$ cat config.mk
export PLATFORM = sky130hd
export DESIGN_NAME = hog_frame_ctrl
export DESIGN_NICKNAME = d
export VERILOG_FILES = /design/src/rtl/hog_ctrl_pkg.sv /design/src/rtl/hog_frame_ctrl_idle_timer.sv /design/src/rtl/hog_frame_ctrl.sv
export SDC_FILE = /design/constraint.sdc
export NUM_CORES = 1
export LEC_CHECK = 0
export CORE_MARGIN = 2
export CORE_UTILIZATION = 54
export CTS_BUF_LIST = sky130_fd_sc_hd__clkbuf_4 sky130_fd_sc_hd__clkbuf_8 sky130_fd_sc_hd__clkbuf_16
export CTS_CLUSTER_DIAMETER = 60
export CTS_CLUSTER_SIZE = 28
export DETAILED_ROUTE_END_ITERATION = 16
export PLACE_DENSITY = 0.86
export REMOVE_ABC_BUFFERS = 1
export SYNTH_ARGS = -nofsm -noshare
export SYNTH_HDL_FRONTEND = slang
export SYNTH_HIERARCHICAL = 1
export SYNTH_SLANG_ARGS = --single-unit
$ cat constraint.sdc
create_clock -name clk -period 4 [get_ports clk]
set_clock_uncertainty 0.1 [all_clocks]
set_input_delay 1.2 -clock clk [delete_from_list [all_inputs] [get_ports clk]]
set_output_delay 1.2 -clock clk [all_outputs]
set_load 0.01 [all_outputs]
$ cat src/rtl/hog_ctrl_pkg.sv
// Shared definitions for the HOG frame controller: state codes and the
// bit layout of the status word read back over the lightweight bridge.
package hog_ctrl_pkg;

   // State codes are visible to software through status_pio[2:0].
   typedef enum logic [2:0] {
      ST_IDLE   = 3'd0,
      ST_STREAM = 3'd1,
      ST_DRAIN  = 3'd2,
      ST_DONE   = 3'd3,
      ST_ERROR  = 3'd4
   } ctrl_state_t;

   // status_pio field positions
   localparam int STAT_STATE_LSB = 0;
   localparam int STAT_STATE_W   = 3;
   localparam int STAT_ERR_BIT   = 3;
   localparam int STAT_FRAME_LSB = 4;
   localparam int STAT_FRAME_W   = 8;
   localparam int STAT_PIX_LSB   = 12;
   localparam int STAT_PIX_W     = 19;
   localparam int STAT_RSVD_BIT  = 31;

   // Assemble the status word; the reserved top bit always reads 0.
   function automatic logic [31:0] pack_status(
      input ctrl_state_t             st,
      input logic [STAT_FRAME_W-1:0] frm,
      input logic [STAT_PIX_W-1:0]   pix
   );
      logic [31:0] w;
      w = '0;
      w[STAT_STATE_LSB +: STAT_STATE_W] = st;
      w[STAT_ERR_BIT]                   = (st == ST_ERROR);
      w[STAT_FRAME_LSB +: STAT_FRAME_W] = frm;
      w[STAT_PIX_LSB +: STAT_PIX_W]     = pix;
      w[STAT_RSVD_BIT]                  = 1'b0;
      return w;
   endfunction

endpackage

$ cat src/rtl/hog_frame_ctrl_idle_timer.sv
// Consecutive-quiet-cycle counter. expired fires combinationally on the
// LIMIT-th consecutive tick so the owner can change state on that same edge.
module idle_timer #(
   parameter int LIMIT = 16
) (
   input  logic clk,
   input  logic rst,
   input  logic clear,
   input  logic tick,
   output logic expired
);

   // LIMIT-1 is the largest value ever held, which always fits in clog2(LIMIT) bits.
   localparam int CW = (LIMIT < 2) ? 1 : $clog2(LIMIT);

   logic [CW-1:0] cnt;

   assign expired = tick && !clear && (cnt == CW'(LIMIT - 1));

   // Count quiet cycles; clear dominates, and the count restarts after expiry.
   always_ff @(posedge clk or posedge rst) begin
      if (rst)
         cnt <= '0;
      else if (clear)
         cnt <= '0;
      else if (tick)
         cnt <= expired ? '0 : cnt + 1'b1;
   end

endmodule

$ cat src/rtl/hog_frame_ctrl.sv
// Frame sequencer sitting between a pixel source and the HOG core.
// Streams exactly one frame of pixels, waits for the core's outputs to go
// quiet, then pulses frame_done. A stalled source trips a watchdog into ERROR.
module hog_frame_ctrl
   import hog_ctrl_pkg::*;
#(
   parameter int IMG_W          = 640,
   parameter int IMG_H          = 480,
   parameter int LEVELS         = 7,
   parameter int TIMEOUT_CYCLES = 50_000_000,
   parameter int DRAIN_IDLE     = 1024
) (
   input  logic              clk,
   input  logic              rst,
   input  logic              cmd_start,
   input  logic              cmd_abort,
   input  logic              src_valid,
   output logic              src_ready,
   input  logic [7:0]        src_pixel,
   output logic              hog_in_valid,
   input  logic              hog_in_ready,
   output logic [7:0]        hog_in_pixel,
   input  logic [LEVELS-1:0] hog_out_valid,
   input  logic [LEVELS-1:0] hog_out_ready,
   output logic              frame_done,
   output logic              busy,
   output logic [31:0]       status_pio
);

   localparam int NPIX    = IMG_W * IMG_H;
   localparam int PIX_NAT = $clog2(NPIX + 1);
   localparam int PIX_W   = (PIX_NAT > STAT_PIX_W) ? PIX_NAT : STAT_PIX_W;

   ctrl_state_t       state;
   logic [PIX_W-1:0]  pixel_cnt;
   logic [7:0]        frame_cnt;

   logic streaming;
   logic in_xfer;
   logic out_xfer;
   logic last_pix;
   logic wd_expired;
   logic dr_expired;

   // The handshake is a pure pass-through while streaming; gating with rst
   // drops it the instant reset asserts, independent of the state register.
   assign streaming    = (state == ST_STREAM) && !rst;
   assign hog_in_valid = streaming && src_valid;
   assign src_ready    = streaming && hog_in_ready;
   assign hog_in_pixel = src_pixel;

   assign in_xfer  = hog_in_valid && hog_in_ready;
   assign out_xfer = |(hog_out_valid & hog_out_ready);
   assign last_pix = in_xfer && (pixel_cnt == PIX_W'(NPIX - 1));

   // Input-stall watchdog: runs only in STREAM, restarted by every transfer.
   idle_timer #(.LIMIT(TIMEOUT_CYCLES)) u_watchdog (
      .clk     (clk),
      .rst     (rst),
      .clear   ((state != ST_STREAM) || in_xfer),
      .tick    ((state == ST_STREAM) && !in_xfer),
      .expired (wd_expired)
   );

   // Drain quiet detector: runs only in DRAIN, restarted by any output beat.
   idle_timer #(.LIMIT(DRAIN_IDLE)) u_drain (
      .clk     (clk),
      .rst     (rst),
      .clear   ((state != ST_DRAIN) || out_xfer),
      .tick    ((state == ST_DRAIN) && !out_xfer),
      .expired (dr_expired)
   );

   // Frame sequencer; abort overrides everything and leaves counters intact.
   always_ff @(posedge clk or posedge rst) begin
      if (rst) begin
         state     <= ST_IDLE;
         pixel_cnt <= '0;
         frame_cnt <= '0;
      end else if (cmd_abort) begin
         state <= ST_IDLE;
      end else begin
         case (state)
            ST_IDLE: begin
               if (cmd_start) begin
                  state     <= ST_STREAM;
                  pixel_cnt <= '0;
               end
            end
            ST_STREAM: begin
               // A transfer always beats the watchdog, including on the last pixel.
               if (in_xfer) begin
                  pixel_cnt <= pixel_cnt + 1'b1;
                  if (last_pix)
                     state <= ST_DRAIN;
               end else if (wd_expired) begin
                  state <= ST_ERROR;
               end
            end
            ST_DRAIN: begin
               if (dr_expired)
                  state <= ST_DONE;
            end
            ST_DONE: begin
               frame_cnt <= frame_cnt + 1'b1;
               state     <= ST_IDLE;
            end
            ST_ERROR: state <= ST_ERROR;
            default:  state <= ST_IDLE;
         endcase
      end
   end

   // Status outputs decode straight from registered state and counters.
   assign frame_done = (state == ST_DONE);
   assign busy       = (state == ST_STREAM) || (state == ST_DRAIN);
   assign status_pio = pack_status(state, frame_cnt, pixel_cnt[STAT_PIX_W-1:0]);

endmodule

# ---- Yosys cells after proc, flatten, opt, wreduce, memory -nomap -nowiden
# Index checks and enable logic that the tools add are counted.
dict set report classes {
  addsub 4
  n_eq_ne 15
  n_mux 16
  bitwise_logic 2
  reduce_logical 27
}
# cell count
set op_table {}
lappend op_table {{26-bit two-way mux} 3}
lappend op_table {{19-bit two-way mux} 2}
lappend op_table {{19-bit one-hot mux with 2 select lines} 1}
lappend op_table {{10-bit two-way mux} 3}
lappend op_table {{26-bit by 1-bit adder with 26-bit output (second input constant)} 1}
lappend op_table {{26-bit equality test (second input constant)} 1}
lappend op_table {{19-bit by 1-bit adder with 19-bit output (second input constant)} 1}
lappend op_table {{19-bit equality test (second input constant)} 1}
lappend op_table {{3-bit two-way mux} 6}
lappend op_table {{3-bit one-hot mux with 4 select lines} 1}
lappend op_table {{1-bit logical AND} 11}
lappend op_table {{10-bit by 1-bit adder with 10-bit output (second input constant)} 1}
lappend op_table {{10-bit equality test (second input constant)} 1}
lappend op_table {{8-bit by 1-bit adder with 8-bit output (second input constant)} 1}
lappend op_table {{4-bit AND reduction} 2}
lappend op_table {{7-bit AND} 1}
lappend op_table {{7-bit OR reduction} 1}
lappend op_table {{3-bit by 2-bit equality test with 1-bit output (second input constant)} 2}
lappend op_table {{3-bit by 2-bit != test with 1-bit output (second input constant)} 2}
lappend op_table {{2-bit nonzero test} 3}
lappend op_table {{1-bit logical NOT} 5}
lappend op_table {{2-bit != test (second input constant)} 2}
lappend op_table {{4-bit by 3-bit != test with 1-bit output (second input constant)} 1}
lappend op_table {{4-bit != test (second input constant)} 1}
lappend op_table {{other kinds (8)} 10}
dict set report totals {
  reg_bits 66
  wordCells 69
}

# ---- Depth between registers and ports, before layout
# Gate-level depths: netlist of run 1.
dict set report logic_depth {
  depth_word 12
  mapped_depth 11
  depth_no_buf 10
}

# ---- Modules after synthesis
# The synthesis of run 1 kept the hierarchy.
# module n_inst cells_each area_per_inst_um2 seq_area_each_um2
set modules_own_cells {}
lappend modules_own_cells {hog_frame_ctrl 1 196 1884.3 750.7}
lappend modules_own_cells {{idle_timer at u_watchdog} 1 195 1669.1 650.6}
lappend modules_own_cells {{idle_timer at u_drain} 1 62 584.3 250.2}

# ---- Least setup slack after synthesis of run 1
# Ideal clock, no wire load.
dict set report synth_path {
  kind {in2reg}
  startpoint {input hog_in_ready}
  endpoint {register state[0]}
  arrival_ns 3.372
  setup_slack_ns 0.404
  cell_stages 9
  path_buffers 1
  cell_sequence {and3b_1 > buf_2 > nor2_2 > inv_2 > or4b_1 > nor4_4 > and2_1 > o221ai_2 > o31a_1}
}
dict set report synth_via {
  elab_chain_len 7
  word_cells_on_any_way 14
}
# item line
set synth_lines {}
lappend synth_lines {{start: declaration} hog_frame_ctrl.sv:21} ;# input logic hog_in_ready,
lappend synth_lines {{1-bit logical AND (*)} hog_frame_ctrl.sv:52} ;# assign in_xfer = hog_in_valid && hog_in_ready;
lappend synth_lines {{1-bit logical NOT / 1-bit logical OR (equally long branches)} {hog_frame_ctrl.sv:61, hog_frame_ctrl.sv:60}}
lappend synth_lines {{1-bit logical AND / 1-bit logical NOT (equally long branches)} {hog_frame_ctrl.sv:61, hog_frame_ctrl_idle_timer.sv:18}}
lappend synth_lines {{1-bit logical AND (*) (2 in a row)} hog_frame_ctrl_idle_timer.sv:18} ;# assign expired = tick && !clear && (cnt == CW'(LIMIT - 1));
lappend synth_lines {{named net wd_expired} hog_frame_ctrl.sv:42} ;# logic wd_expired;
lappend synth_lines {{4-bit by 3-bit != test with 1-bit output (no source line) (*)} --}
lappend synth_lines {{4-bit AND reduction (no source line) (*)} --}
lappend synth_lines {{end signal: assignment} hog_frame_ctrl.sv:77} ;# state <= ST_IDLE;
lappend synth_lines {{end signal: assignment} hog_frame_ctrl.sv:81} ;# state <= ST_IDLE;
lappend synth_lines {{end signal: assignment} hog_frame_ctrl.sv:86} ;# state <= ST_STREAM;
lappend synth_lines {{end: declaration} hog_frame_ctrl.sv:34} ;# ctrl_state_t state;
# Mark *: on every way through the listed nets, which the timed path passes. The rest lies on a longest branch.
# A chain may end at the register's enable or synchronous reset.

# ---- Final worst setup path of run 1
dict set report layout_path {
  startpoint {input rst}
  endpoint {output hog_in_valid}
}
dict set report layout_via {
  elab_chain_len 3
}
# item line
set layout_lines {}
lappend layout_lines {{start: declaration} hog_frame_ctrl.sv:14} ;# input logic rst,
lappend layout_lines {{1-bit logical NOT (no source line)} --}
lappend layout_lines {{1-bit logical AND} hog_frame_ctrl.sv:47} ;# assign streaming = (state == ST_STREAM) && !rst;
lappend layout_lines {{1-bit logical AND} hog_frame_ctrl.sv:48} ;# assign hog_in_valid = streaming && src_valid;
lappend layout_lines {{end: declaration} hog_frame_ctrl.sv:20} ;# output logic hog_in_valid,
# No other way between the ends.

==> results.py, run 1 <==
metrics = {
    "die": {
        "fp.coreArea_sq_um": 7331,
        "initial_utilization_pct": 56.44,
        "die_width_um": 91.54,
        "die_h_um": 91.54,
        "die_area_sq_um": 8379,
        "io_pins": 72,
        "rows": 31,
    },
    "power": {
        "power_switching_uw": 392.4,
        "pwr-share-clk_pct": 42.7,
        "vdd_drop_max_mv": 0.1638,
        "sequentialPowerShare_pct": 45.7,
        "power_frac_comb_pct": 11.7,
        "p_leak_uw": 0.001954,
        "internal_power_uw": 1115,
        "swShare_pct": 26.04,
        "power_uw": 1507,
        "power.density_nw_per_um2": 304.2,
    },
    "grt": {
        "grt_pass1_vias": 3838,
        "grt_pass1_wl_mm": 18.31,
        "antenna_found_initial": 0,
        "grt_max_degree": 27,
        "grt_use_total_pct": 26.77,
        "grt_overflow": 0,
    },
    "cells_and_area": {
        "layout_common_cells": "dfrtp_1, nand2_1, clkdlybuf4s50_1",
        "layout-drive-gt1-share_pct": 11.33,
        "mostFrequentLayoutCell": "dfrtp_1",
        "regArea_sq_um": 1652,
        "num-fill-cells": 552,
        "nNetsFinal": 540,
        "multi_input_area_sq_um": 2245,
        "antenna_cells": 0,
        "area_delta_synth_final_pct": 19.72,
    },
    "clock_tree": {
        "cts_hold_buffers": 0,
        "cts_setup_buffers": 0,
        "clock-root-buffer": "clkbuf_8",
        "cts_tree": "done",
        "clock_latency_ns": 0.35,
        "numCtsBuffers": 9,
        "cts.clk_slew.worst_paths_ns": 0.07,
        "postCtsResizedCells": 0,
        "h-tree-depth": 3,
        "cts_sinks": 66,
        "clockBufferDepth": 2,
    },
    "setup_path": {
        "arrival_ns": 2.48,
        "crit_path_max_fanout": 4,
        "start_kind": "input port",
        "cp.required_ns": 2.70,
        "worstSetupEndpointType": "output port",
        "path_class": "input port to output port",
    },
    "route": {
        "num_vias": 3856,
        "avgViaCountPerCell": 6.311,
        "first_iter_violations": 286,
        "ant_nets": 0,
        "firstDrtPassIters": 5,
        "wire_per_inst_um": 17.27,
        "wl_mm": 10.55,
        "drc": 0,
    },
    "placed_design": {
        "gp_congestion": 0.9475,
        "dp_hpwl_mm": 7.577,
        "numPortBuffers": 54,
    },
    "yosys": {
        "ys_seq_area_share_pct": 39.92,
        "synth_area_leaders": "dfrtp_1, nand2_1, nand4_1, a21oi_1, o21ai_0",
        "synthArstFlopShare_pct": 100.0,
        "avgSynthCellArea_sq_um": 9.134,
        "netlist.top_cell.by_area": "dfrtp_1",
        "netlist_instances": 453,
        "ys_ff_latch": 66,
        "synth-edff-count": 0,
        "synth_top_area_share_pct": 39.92,
        "synth_warnings": 6,
        "syn_area_sq_um": 4138,
        "synthFlopType": "dfrtp_1",
        "yosysUniqueCellTypes": 70,
    },
    "timing": {
        "setup_violations": 0,
        "period_needed_ns": 3.780,
        "timing.setup.tns_ns": 0,
        "timing.fmax_ghz": 0.2646,
        "tightest_slew_ns": 1.109,
        "period_share_pct": 94.49,
        "rsz0062_at_grt": "false",
        "slew_viol_final": 0,
        "finalHoldViolCount": 0,
        "max-slew-margin-rel_pct": 25.95,
    },
    "status": {
        "status": "completed",
    },
    "run": {
        "cap_violations": 0,
    },
    "hold_path": {
        "hold_class": "flip-flop to flip-flop",
    },
}
## power by group through the flow
stage | sequential (uW) | clock, uW | combinational, uW
2_1_floorplan | 698 | 0 | 91.7
3_3_place_gp | 701 | 0 | 168
3_5_place_dp | 701 | 0 | 174
4_1_cts | 688 | 647 | 175
5_1_grt | 690 | 672 | 192
6_report | 688 | 643 | 176
## per-stage QoR
step	cell area, sq um	std cells	setup slack [ns]	hold slack (ns)	util [%]
after floorplan	3941	426	0.3210	0.3849	-
after global placement	4726	595	0.1385	0.3587	64.46
after detailed placement	4726	595	0.03785	0.3679	64.46
after CTS	4954	611	0.2273	0.3776	67.57
after global routing	4954	611	0.05849	0.4232	67.57
final	4954	611	0.2202	0.3761	67.57
## worst max-delay path, stage by stage
cell,delay (ns)
clkdlybuf4s50_1,0.45
inv_1,0.11
and3_1,0.19
clkdlybuf4s50_1,0.54
## per-layer routing
layer  part of all wire, %  vias up  GRT usage, %  routed length (um)
met5                     0        -             0                   0
met4                   2.1        0         9.091                 226
met3                   8.9       23         8.133                 938
met2                    48      179         42.52                5018
met1                    41     1856         34.74                4366
li1                      -     1798             -                   -
## Yosys cell counts (2+ instances only)
master / count
a21oi_1: 26
a22oi_1: 7
a31oi_1: 10
a32o_1: 2
and2_1: 6
and3_1: 15
and3b_1: 2
and4_1: 3
and4_4: 2
buf_4: 9
buf_6: 8
clkbuf_1: 9
dfrtp_1: 66
ha_1: 5
inv_1: 10
mux2i_1: 5
nand2_1: 59
nand2b_1: 5
nand3_1: 18
nand3_2: 2
nand3b_1: 2
nand4_1: 25
nand4b_1: 2
nor2_1: 21
nor2b_1: 3
nor3_1: 5
nor3b_1: 3
nor4_1: 11
nor4b_1: 2
o211ai_1: 2
o211ai_2: 2
o21ai_0: 20
o21ai_1: 7
o31ai_1: 6
or3_1: 9
or4_1: 12
or4b_1: 2
or4b_2: 2
xnor2_1: 8
xor2_1: 10
## worst paths after layout
| check | start | to | slack, ns | depth (start not counted) |
|---|---|---|---|---|
| max | rst | hog_in_valid | 0.22 | 4 |
| max in group asynchronous | rst | u_watchdog/cnt[25] | 2.25 | 4 |
| min in group asynchronous | rst | pixel_cnt[13] | 1.17 | 3 |
| max reg2reg | state[0] | state[0] | 0.71 | 8 |
| min reg2reg | frame_cnt[7] | frame_cnt[7] | 0.38 | 1 |
| min | frame_cnt[7] | frame_cnt[7] | 0.38 | 1 |
## area by class of cell
| type | instances | share of cell area, % |
|---|---|---|
| clock buffer | 10 | 2.778 |
| clock inverter | 6 | 1.819 |
| timing repair buffer | 70 | 13.34 |
| inverter | 12 | 0.9093 |
| tap | 99 | 2.501 |
| multi-input combinational | 348 | 45.31 |
| sequential | 66 | 33.34 |
## kinds of logic after synthesis
family                     synth area share (%)
DFF                                       39.92
other                                   0.09063
adders and majority gates                 1.512
buffers and inverters                     5.836
AOI/OAI and AO/OA                         15.54
and+or+nand+nor                           31.81
muxes                                     1.482
xor gates and xnor gates                  3.810
## sequential cells by signal (all words and copies together), names as in the netlist
register / flops
frame_cnt: 8
pixel_cnt: 19
state: 3
u_drain/cnt: 10
u_watchdog/cnt: 26
Note: power is estimated with default switching activity, not from simulation.
==> run 2, diff against run 1 <==
Settings changed: REMOVE_ABC_BUFFERS 1 to unset.
==> run 2 against run 1 <==
Effect of this change:
- critical path depth rose by 1
- core utilization fell by 0.72 points
- non-clock buffer count fell by 3
- register-to-register slack improved by 0.09 ns
- sequential cell count did not move
- total power fell by 5.4%
- clock power fell by 12%
- first-iteration DRC count fell by 22%
==> results.py, run 2 (synthesis results as in run 1) <==
metrics = {
    "route": {
        "first_iter_violations": 223,
        "firstDrtPassIters": 5,
        "ant_nets": 0,
        "avgViaCountPerCell": 6.235,
        "num_vias": 3791,
        "drc": 0,
        "wl_mm": 10.35,
        "wire_per_inst_um": 17.02,
    },
    "hold_path": {
        "whs_endpoint": "frame_cnt[7]",
        "min_from": "frame_cnt[7]",
        "hold_class": "flip-flop to flip-flop",
        "whs_path_depth": 1,
    },
    "setup_path": {
        "cp_top_family": "buffers and inverters",
        "path_buf_inv": 4,
        "crit_path_max_fanout": 3,
        "start_kind": "input port",
        "rrSetupSlack_ns": 0.80,
        "cp.required_ns": 2.70,
        "r2r-start": "state[2]",
        "slowest_stage": "clkdlybuf4s50_1",
        "worstSetupEndpointType": "output port",
        "worstReg2RegEnd": "u_watchdog/cnt[13]",
        "slowest_delay_ns": 0.54,
        "path_class": "input port to output port",
        "arrival_ns": 2.51,
        "r2r.worst_path.cells": 8,
        "cp_common_cell": "clkdlybuf4s50_1",
        "crit_chain": "clkdlybuf4s50_1 -> buf_4 -> inv_1 -> and3_1 -> clkdlybuf4s50_1",
    },
    "clock_tree": {
        "cts_sinks": 66,
        "cts_tree": "done",
        "postCtsResizedCells": 0,
        "clockBufferDepth": 2,
        "numCtsBuffers": 9,
        "h-tree-depth": 3,
        "cts.clk_slew.worst_paths_ns": 0.08,
        "clock-root-buffer": "clkbuf_8",
        "cts_setup_buffers": 0,
        "clock_latency_ns": 0.34,
        "cts_hold_buffers": 0,
    },
    "timing": {
        "max-slew-margin-rel_pct": 26.10,
        "finalHoldViolCount": 0,
        "rsz0062_at_grt": "false",
        "period_share_pct": 95.18,
        "setup_violations": 0,
        "timing.setup.tns_ns": 0,
        "hold_ws_ns": 0.3771,
        "slew_viol_final": 0,
        "period_needed_ns": 3.807,
        "tightest_slew_ns": 1.107,
        "timing.fmax_ghz": 0.2627,
    },
    "cells_and_area": {
        "area_delta_synth_final_pct": 18.45,
        "nNetsFinal": 537,
        "post-route-util_pct": 66.85,
        "largest_register": "u_watchdog/cnt",
        "antenna_cells": 0,
        "largest_reg_flops": 26,
        "layout_common_cells": "dfrtp_1, nand2_1, clkdlybuf4s50_1",
        "mostFrequentLayoutCell": "dfrtp_1",
        "layout-drive-gt1-share_pct": 10.81,
        "reg_top3": "u_watchdog/cnt (26), pixel_cnt (19), u_drain/cnt (10)",
    },
    "die": {
        "die_area_sq_um": 8379,
        "initial_utilization_pct": 56.44,
        "io_pins": 72,
        "fp.coreArea_sq_um": 7331,
        "die_width_um": 91.54,
        "rows": 31,
        "die_h_um": 91.54,
    },
    "status": {
        "status": "completed",
    },
    "grt": {
        "gr-max-usage-layer": "met2",
        "use_met1_pct": 33.08,
        "antenna_found_initial": 0,
        "use_met2_pct": 43.32,
        "grt_overflow": 0,
        "grt_max_degree": 31,
        "grt_pass1_wl_mm": 17.81,
        "grt.met3_usage_pct": 6.722,
        "grt_use_total_pct": 26.14,
        "grt_pass1_vias": 3755,
    },
    "power": {
        "vdd_drop_max_mv": 0.2074,
        "p_leak_uw": 0.001921,
        "power.density_nw_per_um2": 290.9,
    },
    "yosys": {
        "synth_nets": 486,
    },
    "placed_design": {
        "numPortBuffers": 54,
        "dp_hpwl_mm": 7.407,
        "gp_congestion": 0.9651,
    },
    "run": {
        "cap_violations": 0,
    },
}
==> run 2: how the worst max path moves through the flow <==
stage / startpoint / cells after the start / slack (ns) / endpoint
after floorplan: hog_in_ready / 9 / 0.40 / state[0]
after detailed placement: rst / 9 / 0.06 / u_watchdog/cnt[13]
after global placement: rst / 10 / 0.18 / u_watchdog/cnt[19]
after CTS: rst / 5 / 0.19 / hog_in_valid
final: rst / 5 / 0.19 / hog_in_valid
after global routing: rst / 5 / 0.11 / src_ready
==> run 2: area by class of cell <==
| cell class | count | area (sq um) |
|---|---|---|
| fillers | 551 | 2430 |
| inverters | 12 | 45.04 |
| multi-input cells | 348 | 2245 |
| clock buffers | 10 | 131.4 |
| repair buffers | 67 | 638.1 |
| clock inverters | 6 | 66.31 |
| flip-flops and latches | 66 | 1652 |
| well taps | 99 | 123.9 |
==> run 2: where the power goes <==
group / internal (uW) / switching (uW)
clock network: 296 / 273
registers: 673 / 11.4
logic: 69.1 / 103
==> run 2: routing by layer <==
layer / part of all wire [%] / routed length, um
met1: 42 / 4338
met2: 49 / 5086
met3: 7.7 / 795
met4: 1.2 / 127
met5: 0 / 0
==> run 2: per-stage QoR <==
| step | setup WS [ns] | instance area [sq um] | total power, uW | instances |
|---|---|---|---|---|
| final | 0.1928 | 4901 | 1426 | 608 |
| after global routing | 0.1108 | 4901 | 1476 | 608 |
| after CTS | 0.1912 | 4901 | 1435 | 608 |
| after detailed placement | 0.05649 | 4703 | 868.5 | 592 |
| after global placement | 0.1792 | 4703 | 863.8 | 592 |
| after floorplan | 0.4042 | 4138 | 808.3 | 453 |
